--- src/rtl/hazard_sequencer_pkg.sv ---
// hazard_pkg: shared FSM state encoding and parameter defaults for the hazard sequencer
package hazard_pkg;
  typedef enum logic [1:0] {RUN, MISS_REQ, MISS_WAIT, RESUME} state_t;
  localparam int CNT_W_DEF = 16;
  localparam int WAIT_MAX_DEF = 255;
endpackage

--- src/rtl/hazard_sequencer_sat_counter.sv ---
// sat_counter: event counter that saturates at all-ones
module sat_counter #(
  parameter int W = 16
) (
  input  logic         clk,
  input  logic         rst,
  input  logic         inc,
  output logic [W-1:0] count
);
  always_ff @(posedge clk)
    if (rst) count <= '0;
    else if (inc && !(&count)) count <= count + 1'b1;
endmodule

--- src/rtl/hazard_sequencer.sv ---
// hazard_sequencer: load-use stall, branch flush and data-miss freeze control with event counters
module hazard_sequencer import hazard_pkg::*; #(
  parameter int CNT_W = CNT_W_DEF,
  parameter int WAIT_MAX = WAIT_MAX_DEF
) (
  input  logic             clk_i,
  input  logic             rst_i,
  input  logic [4:0]       IFID_RS_i,
  input  logic [4:0]       IFID_RT_i,
  input  logic             IDEX_MemRead_i,
  input  logic [4:0]       IDEX_RT_i,
  input  logic             Branch_taken_i,
  input  logic             DMem_req_i,
  input  logic             DMem_hit_i,
  input  logic             Mem_ack_i,
  output logic             Mem_req_o,
  output logic             PC_Write_o,
  output logic             IFID_Write_o,
  output logic             IFID_Flush_o,
  output logic             IDEX_Bubble_o,
  output logic             Pipe_Freeze_o,
  output logic [CNT_W-1:0] Stall_cnt_o,
  output logic [CNT_W-1:0] Flush_cnt_o,
  output logic             Timeout_o
);
  localparam int WW = $clog2(WAIT_MAX + 1);
  state_t state;
  logic [WW-1:0] wait_cnt;
  logic miss, freeze, load_use;
  assign miss = state == RUN && DMem_req_i && !DMem_hit_i;
  assign freeze = state != RUN || miss;
  assign load_use = IDEX_MemRead_i && IDEX_RT_i != '0 && (IDEX_RT_i == IFID_RS_i || IDEX_RT_i == IFID_RT_i);
  assign Pipe_Freeze_o = freeze;
  assign PC_Write_o = !freeze && !load_use;
  assign IFID_Write_o = !freeze && !load_use;
  assign IDEX_Bubble_o = !freeze && load_use;
  assign IFID_Flush_o = !freeze && !load_use && Branch_taken_i;
  always_ff @(posedge clk_i)
    if (rst_i) begin
      state <= RUN;
      wait_cnt <= '0;
      Timeout_o <= 1'b0;
      Mem_req_o <= 1'b0;
    end else
      case (state)
        RUN: if (miss) begin
          state <= MISS_REQ;
          Mem_req_o <= 1'b1;
        end
        MISS_REQ: begin
          state <= Mem_ack_i ? RESUME : MISS_WAIT;
          Mem_req_o <= !Mem_ack_i;
          wait_cnt <= '0;
        end
        MISS_WAIT: begin
          if (wait_cnt != WW'(WAIT_MAX)) wait_cnt <= wait_cnt + 1'b1;
          if (wait_cnt == WW'(WAIT_MAX - 1)) Timeout_o <= 1'b1;
          if (Mem_ack_i) begin
            state <= RESUME;
            Mem_req_o <= 1'b0;
          end
        end
        default: state <= RUN;
      endcase
  sat_counter #(.W(CNT_W)) u_stall (.clk(clk_i), .rst(rst_i), .inc(!PC_Write_o), .count(Stall_cnt_o));
  sat_counter #(.W(CNT_W)) u_flush (.clk(clk_i), .rst(rst_i), .inc(IFID_Flush_o), .count(Flush_cnt_o));
endmodule
--- config.mk ---
export PLATFORM = sky130hd
export DESIGN_NAME = hazard_sequencer
export DESIGN_NICKNAME = d
export VERILOG_FILES = /design/src/rtl/hazard_sequencer_pkg.sv /design/src/rtl/hazard_sequencer_sat_counter.sv /design/src/rtl/hazard_sequencer.sv
export SDC_FILE = /design/constraint.sdc
export NUM_CORES = 1
export LEC_CHECK = 0
export BUFFER_PORTS_ARGS = -buffer_cell sky130_fd_sc_hd__buf_2
export CAP_MARGIN = 30
export CORE_UTILIZATION = 53
export DETAILED_ROUTE_END_ITERATION = 7
export GPL_ROUTABILITY_DRIVEN = 1
export PLACE_DENSITY = 0.79
export SLEW_MARGIN = 10
export SYNTH_ARGS = -nofsm -noshare
export SYNTH_HDL_FRONTEND = slang
export SYNTH_SLANG_ARGS = --single-unit
--- constraint.sdc ---
create_clock -name clk_i -period 2.37 [get_ports clk_i]
set_clock_uncertainty 0.15 [all_clocks]
set_input_delay 0.237 -clock clk_i [delete_from_list [all_inputs] [get_ports clk_i]]
set_output_delay 0.237 -clock clk_i [all_outputs]
set_load 0.005 [all_outputs]
# [Word-level counts from Yosys, hierarchy flattened]
# Cells that the tools add are included.
[op_classes] muxes=9 n_reduce_logical=29 add_sub_neg=3 eq_ne=9
[ops] op="$add 16x1->16 const B" n=2
[ops] op="$reduce_and 16->1" n=2
[ops] op="$pmux 8 s2" n=1
[ops] op="$eq 5x5->1" n=2
[ops] op="$logic_and 1x1->1" n=9
[ops] op="$add 8x1->8 const B" n=1
[ops] op="$eq 8x8->1 const B" n=1
[ops] op="$mux 8" n=1
[ops] op="$ne 8x8->1 const B" n=1
[ops] op="$logic_not 1->1" n=7
[ops] op="$ne 2x2->1 const B" n=3
[ops] op="$pmux 2 s3" n=1
[ops] op="$reduce_and 2->1" n=3
[ops] op="$reduce_bool 5->1" n=1
[ops] op="$mux 2" n=2
[ops] op="$reduce_bool 2->1" n=2
[ops] op="$mux 1" n=3
[ops] op="$pmux 1 s3" n=1
[ops] op="$reduce_and 3->1" n=1
[ops] op="$reduce_bool 3->1" n=1
[ops] op="$eq 2x1->1 const B" n=1
[ops] op="$eq 2x2->1 const B" n=1
[ops] op="$logic_not 2->1" n=1
[ops] op="$logic_or 1x1->1" n=2
[word_totals] out_inout_bits=39 word_cells=56 in_bits=22 reg_bits=44

# [Depth between registers and ports, before layout]
# Gate-level depths: netlist of the first run.
[depth] depth_word=8 depth_mapped=9 depth_no_buf=7

# [Cells and area by module]
# Synthesis of the first run repeated with hierarchy kept, for this count alone.
[hier_totals] hier_cells=295 area_unflattened_um2=2526.2
[modules_own_cells] mod="sat_counter" area_per_inst_um2=833.3 instances=2 cells_per_inst=96 seq_area_each_um2=320.3
[modules_own_cells] mod="hazard_sequencer" area_per_inst_um2=859.6 instances=1 cells_per_inst=103 seq_area_each_um2=240.2

# [Worst setup path after synthesis of the first run]
# No wires, ideal clock.
[synth_timing] path_type="reg-to-reg" start="reg u_stall.count[0]" end="reg u_stall.count[1]" setup_ps=128 period_less_slack_ps=2196 path_slack_ps=174 arrival_time_ps=1918 required_time_ps=2092 path_stages_with_launch=10 n_path_buf=2 path_cell_list="dfxtp_1 > ha_1 > nand3_1 > or4_1 > a2bb2oi_1 > o21ai_2 > buf_6 > buf_6 > mux2i_1 > nor2_1"
[synth_via] elab_chain_cells=3 word_cells_on_any_way=4 cone_classes="1 x add/sub; 3 x reduce/logical"
[synth_lines] element="start: declaration" line="hazard_sequencer_sat_counter.sv:8" rtl="output logic [W-1:0] count"
[synth_lines] element="start signal: assignment" line="hazard_sequencer_sat_counter.sv:12" rtl="else if (inc && !(&count)) count <= count + 1'b1;"
[synth_lines] element="branches (longest 3 deep; another with $add 16x1->16)"
# Several ways; the timed one is not identified.
# A chain may end at the register's enable or synchronous reset.

# [Worst setup path after layout of the first run]
[layout_timing] start="reg state[0]" end="out IDEX_Bubble_o"
[layout_via] elab_chain_cells=6 word_cells_on_any_way=7 cone_classes="7 x reduce/logical"
[layout_lines] element="start: declaration" line="hazard_sequencer.sv:27" rtl="state_t state;"
[layout_lines] element="start signal: assignment" line="hazard_sequencer.sv:51" rtl="state <= Mem_ack_i ? RESUME : MISS_WAIT;"
[layout_lines] element="$logic_not 2->1" line="hazard_sequencer.sv:30" rtl="assign miss = state == RUN && DMem_req_i && !DMem_hit_i;"
[layout_lines] element="$logic_and 1x1->1 (2 in series)" line="hazard_sequencer.sv:30"
[layout_lines] element="$logic_or 1x1->1 *" line="hazard_sequencer.sv:31" rtl="assign freeze = state != RUN || miss;"
[layout_lines] element="$logic_not 1->1 *" line="hazard_sequencer.sv:36" rtl="assign IDEX_Bubble_o = !freeze && load_use;"
[layout_lines] element="$logic_and 1x1->1 *" line="hazard_sequencer.sv:36"
[layout_lines] element="end: declaration" line="hazard_sequencer.sv:20" rtl="output logic IDEX_Bubble_o,"
# Mark *: on every way between the ends. The rest lies on a longest branch, timed or not.

==> metrics.txt, run 1 <==
final hold violations 0; post-CTS setup buffer count 0; clk sink count 44; R2R depth 9; syn nets roughly 330; 1st-iter DRT viols roughly 110; DRC 6; Die Wd just over 70 um; crit path cell chain inv_1 > ha_1 > o21a_2 > buf_4 > inv_1 > buf_4 > nor3_1 > buf_2; slowest cell delay on critical path between 0.3 and 0.4 ns; Final Max Tran Viols 0; Inserted Clock Buffers 5; worst-margin pin slew roughly 0.8 ns; share of cells above drive strength 1 0.2554; final wirelength 5.642 mm; row cnt 24; Hold Path Cell Cnt 4; placed cell area around 0.0029 mm2; Hold Path Class input pin to register; failing checks design-rule violations; area grow syn2layout 21.02%; R2R setup slack approximately 0.16 ns; maximum net fanout on the critical path 5; Worst EP required 1.98 ns; Min-Delay Endpoint Mem_req_o; Crit Reg-Reg Endpoint u_stall.count[6]; Hold Crit Start Mem_ack_i; flops & latches, synth 44; initial antenna violation count 0; Routed Antenna Nets 0; status finished with violations; IO Pins 61; first-pass GRT wire length approximately 9.3 mm; gr ovfl total 0; CP Buf/Inv Count 5; final total power ~2.2 mW; Post-CTS Hold Buffers 0; TritonCTS clock tree built; Clock Path Buffers 2; routed via count 2451; Worst setup SP type register; TNS Setup 0 ns; Final Cell Area 0.003054 mm2; vias per cell 5.781; sequential share of the synthesized area 0.3490; CP Capture Type output port; Core Box Area approximately 0.0045 mm2; Worst Setup Path Type register to output port; setup violators final 0; Port Buffer Count 60; Rel. slew slack 0.4600; pin count of the biggest net entering global routing between 40 and 50; Worst path top cell family by delay buffers and inverters; clk_lat worst skew roughly 0.3 ns; Post-synth EDFFs 0; post-synth design cell area between 0.002 and 0.003 mm2; Synth Instances roughly 300; RR Startpoint state[0]; fmax approximately 0.44 GHz; htree depth 2; Critical-path top delay cell dfxtp_1; Avg Cell Area, Syn ~8.5 um2; max-cap viol count 0; die height about 70 um; total leakage power about 1.2 nW; gpl congestion 0.8371; post-synthesis async set-or-reset flop share 0; dpl hpwl around 4.3 mm; period utilization 0.9483; crit path time final 2.248 ns; Synth Flop Type dfxtp_1; Ys Warns 0; Peak supply drop 0.3457 mV; DR WL/cell ~13 um; GRT Util Overall 0.2292; Initial Util 0.5640; CP arrival ~1.9 ns; unrepaired setup endpoints after global routing false; drt pass-1 iters 8; Yosys cell types 53; PD cells 709.5 mW/mm2; root buffer cell clkbuf_8; vias in the first global route about 2100; Layout Nets roughly 400; Ant. Diodes 0; die footprint 0.005042 mm2; clock slew at reported path FFs about 0.080 ns
-- final cells by class --
class	instances	area, um2
inverters	15	56.30
clock inverters	2	35.03
clock buffers	6	72.57
repair buffers	77	427.9
flip-flops and latches	44	880.8
well taps	52	65.06
fillers	367	1420
multi-input cells	228	1516
-- timing repair --
| action | 4_1_cts | 5_1_grt |
|---|---|---|
| endpoints found under the hold margin | 0 | 0 |
| setup endpoints to repair | 0 | 2 |
| gates resized for setup | 0 | 2 |
-- cells by family after synthesis --
logic type               synth area share
AO/OA/AOI/OAI                      0.2087
XOR/XNOR                          0.05553
adder cells (fa/ha/maj)           0.04462
buffers and inverters             0.05553
flip-flops                         0.3490
multiplexers                      0.02975
AND/OR/NAND/NOR                    0.2568
-- per-stage QoR --
stage                     hold WS (ns)  cells  setup WS [ns]    util
after floorplan                 0.2645    297         0.1743       -
after global placement          0.3018    416         0.1334  0.6555
after detailed placement        0.3120    416        0.08032  0.6555
after CTS                       0.1331    424         0.1012  0.6795
after global routing            0.1622    424       0.003015  0.6826
final                           0.1445    424         0.1224  0.6826
-- state kept, by name, indices dropped and copies added (netlist names) --
register       cells
Mem_req_o          1
Timeout_o          1
state              2
u_flush.count     16
u_stall.count     16
wait_cnt           8
-- worst register-to-register path, stage by stage (launching register included) --
cell	delay, ns
dfxtp_1	0.41
inv_1	0.10
ha_1	0.23
o21a_2	0.15
buf_4	0.16
inv_1	0.11
o21ai_4	0.12
buf_4	0.18
or4_1	0.40
a21oi_1	0.14
-- layer usage --
metal	routed length, um	global-route usage	up-vias
li1	-	-	1242
met1	2515	0.2823	1150
met2	2814	0.4017	54
met3	257	0.04131	5
met4	54	0.08000	0
met5	0	0	-
-- where the power goes --
part           switching, mW  total, mW  internal [mW]
sequential            0.0477      0.838          0.791
clock                  0.256      0.569          0.313
combinational          0.438      0.760          0.322
total                  0.741       2.17           1.43
-- layout by cell type (no fill, tap or decap), drive strengths merged, types with 4 or more instances in the layout --
cell type  instances
buf               77
dfxtp             44
a21oi             27
nor2              26
o21ai             21
nand3             18
nand2             16
inv               15
xnor2             13
or3               12
or4               11
ha                 9
nand4              8
nor2b              8
o31ai              7
clkbuf             6
nor4               4
mux2               4
-- synthesized netlist by cell type, types with 2 or more instances --
cell type / instances / area (um2)
nand2b_1: 2 / 12.51
nand2_1: 16 / 60.06
o21ai_0: 8 / 40.04
nor2b_1: 8 / 50.05
a311oi_1: 2 / 17.52
o31ai_1: 7 / 52.55
or4_1: 10 / 75.07
xnor2_1: 13 / 113.9
a31oi_1: 2 / 12.51
mux2i_1: 3 / 30.03
buf_6: 3 / 33.78
o21ai_2: 3 / 26.28
o41ai_1: 2 / 17.52
nor2_1: 26 / 97.59
o21ai_1: 9 / 45.04
clkbuf_8: 2 / 27.53
nor3_1: 3 / 15.01
ha_1: 9 / 112.6
nand4_1: 8 / 50.05
o21a_1: 2 / 15.01
clkbuf_1: 4 / 15.01
and4_1: 3 / 26.28
dfxtp_1: 44 / 880.8
inv_1: 14 / 52.55
and3_1: 3 / 18.77
a21oi_1: 27 / 135.1
a21o_1: 2 / 15.01
mux2_1: 4 / 45.04
xor2_1: 3 / 26.28
nor4_1: 4 / 25.02
nand3_1: 18 / 90.09
or3_1: 12 / 75.07
-- how the worst max path moves through the flow --
stage / to / from / cells after the start
floorplan: u_stall.count[1] / u_stall.count[0] / 9
global placement: u_flush.count[4] / IDEX_RT_i[1] / 6
detailed placement: u_flush.count[5] / IDEX_RT_i[1] / 6
CTS: u_stall.count[6] / state[0] / 8
global route: u_stall.count[6] / state[0] / 9
finish: IDEX_Bubble_o / state[0] / 8
(Power assumes the default switching activity.)
==> run 2, diff against run 1 <==
- CORE_UTILIZATION: 53 -> 45
- PLACE_DENSITY: 0.79 -> 0.69
==> run 2 against run 1 <==
Net effect: the flow now finishes without violations; hold slack better by 0.0024 ns; design area shrank 0.61%; setup slack better by 0.039 ns; global-route usage is 2.6 points lower; critical endpoint is now u_flush.count[15]; combinational power decreased by 4.2%; critical path type is now register to register; flip-flop and latch count unchanged.
==> metrics.txt, run 2 (synthesis results as in run 1) <==
Final Max Tran Viols 0; Hold Path Class input pin to register; most frequent CP cell or4_1; clk_lat worst skew slightly below 0.3 ns; Critical-path top delay cell or4_1; worst-margin pin slew 0.8070 ns; CP Capture Type register; Clock Path Buffers 2; die footprint a little under 0.006 mm2; R2R depth 6; setup violators final 0; fmax between 0.4 and 0.5 GHz; gr ovfl total 0; Worst setup SP type register; Initial Util 0.4818; DR WL/cell approximately 13 um; DRC 0; Hold Path Cell Cnt 4; Worst Setup Path Type register to register; period utilization 0.9319; 1st-iter DRT viols 129; final wirelength roughly 5.8 mm; Die Wd approximately 77 um; TNS Setup 0 ns; crit path from u_flush.count[4]; Crit Reg-Reg Endpoint u_flush.count[15]; Inserted Clock Buffers 5; maximum net fanout on the critical path 6; GRT Util Overall 0.2037; Non-Filler Instances 440; row cnt 26; dpl hpwl approximately 4.3 mm; total leakage power around 1.2 nW; TritonCTS clock tree built; Min-Delay Endpoint Mem_req_o; status complete, no violations; Rel. slew slack 0.4620; Post-CTS Hold Buffers 0; Port Buffer Count 60; RR Startpoint u_flush.count[4]; Peak supply drop approximately 0.43 mV; slowest cell delay on critical path 0.49 ns; crit path cell chain and4_1 > and3_1 > o21ai_2 > or4_1 > or4_1 > nand2_1; most frequent cells in the layout buf_2, dfxtp_1, a21oi_1; first-pass GRT wire length ~10 mm; root buffer cell clkbuf_8; max-cap viol count 0; Placed Cells around 430; vias in the first global route about 2200; commonest non-fill, non-tap cell in the layout buf_2; initial antenna violation count 0; clk sink count 44; area grow syn2layout 20.28%; Worst EP required 2.46 ns; die height between 70 and 80 um; crit path time final approximately 2.2 ns; final hold violations 0; share of cells above drive strength 1 0.2541; R2R setup slack approximately 0.16 ns; Largest regs u_flush.count x16, u_stall.count x16, wait_cnt x8; routed via count ~2500; Core Box Area between 0.005 and 0.006 mm2; clock slew at reported path FFs around 0.080 ns; CP arrival ~2.3 ns; htree depth 2; PD cells about 660 mW/mm2; unrepaired setup endpoints after global routing false; Ant. Diodes 0; vias per cell around 5.6; gpl congestion 0.7917; Routed Antenna Nets 0; pin count of the biggest net entering global routing 48; Layout Nets between 400 and 500; Hold Crit Start Mem_ack_i; IO Pins 61; drt pass-1 iters 4
[run 2: cell count changes in the layout (fill, tap and decap cells not counted)]
cell       delta
bufinv_16     -1
nand3_1       -1
o21ai_4       -1
a2bb2oi_1     +1
o21ai_2       +1
nand3_2       +1
nor3_1        -1
nor3_2        +1
a2bb2oi_2     -1
buf_4         -1
[run 2: per-stage QoR]
stage | hold WS, ns | power [mW] | setup slack [ns] | area (um2) | utilization
after detailed placement | 0.3084 | 1.590 | 0.08856 | 2948 | 0.5628
after CTS | 0.1423 | 2.039 | 0.09150 | 3025 | 0.5776
after global placement | 0.3011 | 1.574 | 0.1385 | 2948 | 0.5628
after global routing | 0.1831 | 2.161 | 0.005378 | 3035 | 0.5796
final | 0.1469 | 2.016 | 0.1615 | 3035 | 0.5796
after floorplan | 0.2645 | 1.371 | 0.1743 | 2524 | -
[run 2: worst max-delay path by stage]
stage / end / slack [ns]
2_1_floorplan: u_stall.count[1] / 0.17
3_3_place_gp: u_flush.count[6] / 0.14
3_5_place_dp: u_flush.count[3] / 0.09
4_1_cts: IDEX_Bubble_o / 0.09
5_1_grt: u_stall.count[1] / 0.005
6_report: u_flush.count[15] / 0.16
[run 2: final cells by class]
class / count / area [um2]
clock inverters: 1 / 5.005
inverters: 15 / 56.30
flip-flops and latches: 44 / 880.8
fillers: 509 / 2202
well taps: 70 / 87.58
clock buffers: 6 / 72.57
multi-input cells: 228 / 1513
repair buffers: 76 / 420.4
[run 2: critical path, delay by kind of cell, from the launching register on]
kind / cells / cell delay (ns)
AND/OR/NAND/NOR: 5 / 1.50
AO/OA/AOI/OAI: 1 / 0.10
flip-flops: 1 / 0.43
[run 2: layer usage]
metal  vias to the layer above  global-route usage  wire length, um
li1                       1240                   -                -
met1                      1163              0.2628             2822
met2                        56              0.3348             2625
met3                        11             0.04286              259
met4                         0             0.06923               80
met5                         -                   0                0
[run 2: what timing repair did]
item	4_1_cts	5_1_grt
endpoints found under the setup margin	0	2
setup buffers	0	0
gates resized for setup	0	2
[run 2: power breakdown]
| group | internal, mW | switching, mW |
|---|---|---|
| clock network | 0.201 | 0.246 |
| registers | 0.791 | 0.0500 |
| logic | 0.300 | 0.428 |
| total | 1.29 | 0.724 |
==> run 3, diff against run 2 <==
- GPL_TIMING_DRIVEN: default -> 0
- REMOVE_ABC_BUFFERS: default -> 1
==> run 3 against run 2 <==
Net effect: global-route usage is 0.21 points lower; via count is 3.2% lower; non-clock buffer count decreased by 16; register-to-register slack worse by 0.09 ns; largest cell class unchanged; count of clock-buffer cells in the layout unchanged; hold slack lost 0.0061 ns.
==> metrics.txt, run 3 (synthesis results as in run 1) <==
Min-Delay Endpoint Mem_req_o; Sw Share 0.3590; Post-CTS Hold Buffers 0; gpl congestion 0.7663; clk sink count 44; 1st-iter DRT viols roughly 130; final total power between 2 and 2.5 mW; setup violators final 0; Hold Path Cell Cnt 4; DRC 0; CP arrival 2.37 ns; R2R setup slack about 0.073 ns; Place WS -0.2131 ns; Routed Antenna Nets 0; period utilization 0.9693; dpl hpwl between 4 and 5 mm; Internal Power ~1.4 mW; vias per cell ~5.6; TritonCTS clock tree built; slowest cell delay on critical path roughly 0.54 ns; Worst setup SP type register; Layout Nets 386; Inserted Clock Buffers 5; routed via count 2391; crit path time final approximately 2.3 ns; PD cells approximately 710 mW/mm2; worst-margin pin slew between 0.8 and 0.9 ns; area grow syn2layout 18.05%; status complete, no violations; Worst EP required between 2 and 2.5 ns; CP Capture Type register; Comb power frac 0.324; Hold Crit Start Mem_ack_i; unrepaired setup endpoints after global routing true; RR Startpoint state[0]; Crit Reg-Reg Endpoint u_stall.count[15]; Core Box Area roughly 0.0052 mm2; Worst Hold Slack 0.1408 ns; power share of the clock group 0.272; R2R depth 7; htree depth 2; Die Wd ~77 um; Initial Util 0.4818; total leakage power approximately 1.2 nW; row cnt 26; final hold violations 0; root buffer cell clkbuf_8; die footprint slightly below 0.006 mm2; Critical-path top delay cell or4_1; clock slew at reported path FFs ~0.08 ns; Final Max Tran Viols 0; commonest non-fill, non-tap cell in the layout buf_2; maximum net fanout on the critical path 12; crit path cell chain inv_1 > ha_1 > o21a_2 > a2bb2oi_2 > o21ai_4 > or4_1 > a21oi_1; die height 76.89 um; share of power burned in registers 0.404; Largest regs u_flush.count x16, u_stall.count x16, wait_cnt x8; Peak supply drop ~0.30 mV; vias in the first global route roughly 2100; worst setup margin about 0.073 ns; Layout fillers 519; max-cap viol count 0; final wirelength around 5.8 mm; net switching power between 700 and 800 uW; most frequent cells in the layout buf_2, dfxtp_1, a21oi_1; gr ovfl total 0; fmax 0.4353 GHz; clk_lat worst skew 0.30 ns; Port Buffer Count 60; DR WL/cell 13.64 um; pin count of the biggest net entering global routing 48; initial antenna violation count 0; Ant. Diodes 0; drt pass-1 iters 4; Clock Path Buffers 2; placed cell area 0.002828 mm2; Final Cell Area about 0.0030 mm2; GRT Util Overall 0.2017; first-pass GRT wire length 9.735 mm; Rel. slew slack 0.4442; share of cells above drive strength 1 0.2416; Hold Path Class input pin to register; Worst Setup Path Type register to register; IO Pins 61
run 3: worst max-delay path by stage:
stage / endpoint / cells past startpoint / from
6_report: u_stall.count[15] / 7 / state[0]
4_1_cts: u_flush.count[10] / 6 / u_flush.count[2]
3_3_place_gp: u_stall.count[5] / 7 / u_stall.count[0]
2_1_floorplan: u_stall.count[5] / 7 / u_stall.count[0]
3_5_place_dp: u_stall.count[5] / 7 / u_stall.count[0]
5_1_grt: u_stall.count[0] / 7 / state[1]
run 3: final cells by class:
class	count	area, um2	area share
clock buffer	6	72.57	0.02436
clock inverter	2	35.03	0.01176
inverter	15	60.06	0.02016
multi-input combinational	229	1539	0.5166
sequential	44	884.6	0.2969
tap	70	87.58	0.02940
timing repair buffer	60	300.3	0.1008
run 3: worst max-delay path, delay by kind of cell, from the launching register on:
family          cells  cell delay, ns
compound gates      4            0.82
buf+inv             1            0.08
fa+ha+maj           1            0.22
flops               1            0.42
simple gates        1            0.54
run 3: power by group through the flow:
stage,Combinational [mW],Sequential [mW],Clock (mW)
2_1_floorplan,0.426,0.860,0
3_3_place_gp,0.620,0.866,0
3_5_place_dp,0.632,0.869,0
4_1_cts,0.679,0.852,0.585
5_1_grt,0.767,0.863,0.615
6_report,0.685,0.854,0.575
run 3: through the flow:
step | utilization | cells | setup TNS, ns
finish | 0.5688 | 426 | 0
global route | 0.5688 | 426 | -0.02768
CTS | 0.5664 | 426 | 0
detailed placement | 0.5399 | 417 | -0.9903
global placement | 0.5399 | 417 | -0.6219
floorplan | - | 287 | 0
run 3: per-layer routing:
metal / global-route usage / share of wire / vias up
met3: 0.05000 / 0.048 / 8
li1: - / - / 1206
met4: 0.06154 / 0.014 / 0
met5: 0 / 0 / -
met2: 0.3277 / 0.45 / 59
met1: 0.2618 / 0.48 / 1118
run 3: repair_timing:
action / CTS / global route
cloned: 1 / 0
pin swaps: 0 / 1
resized for setup: 4 / 5
setup buffers: 0 / 0
endpoints found under the setup margin: 13 / 11
hold endpoints to repair: 0 / 0
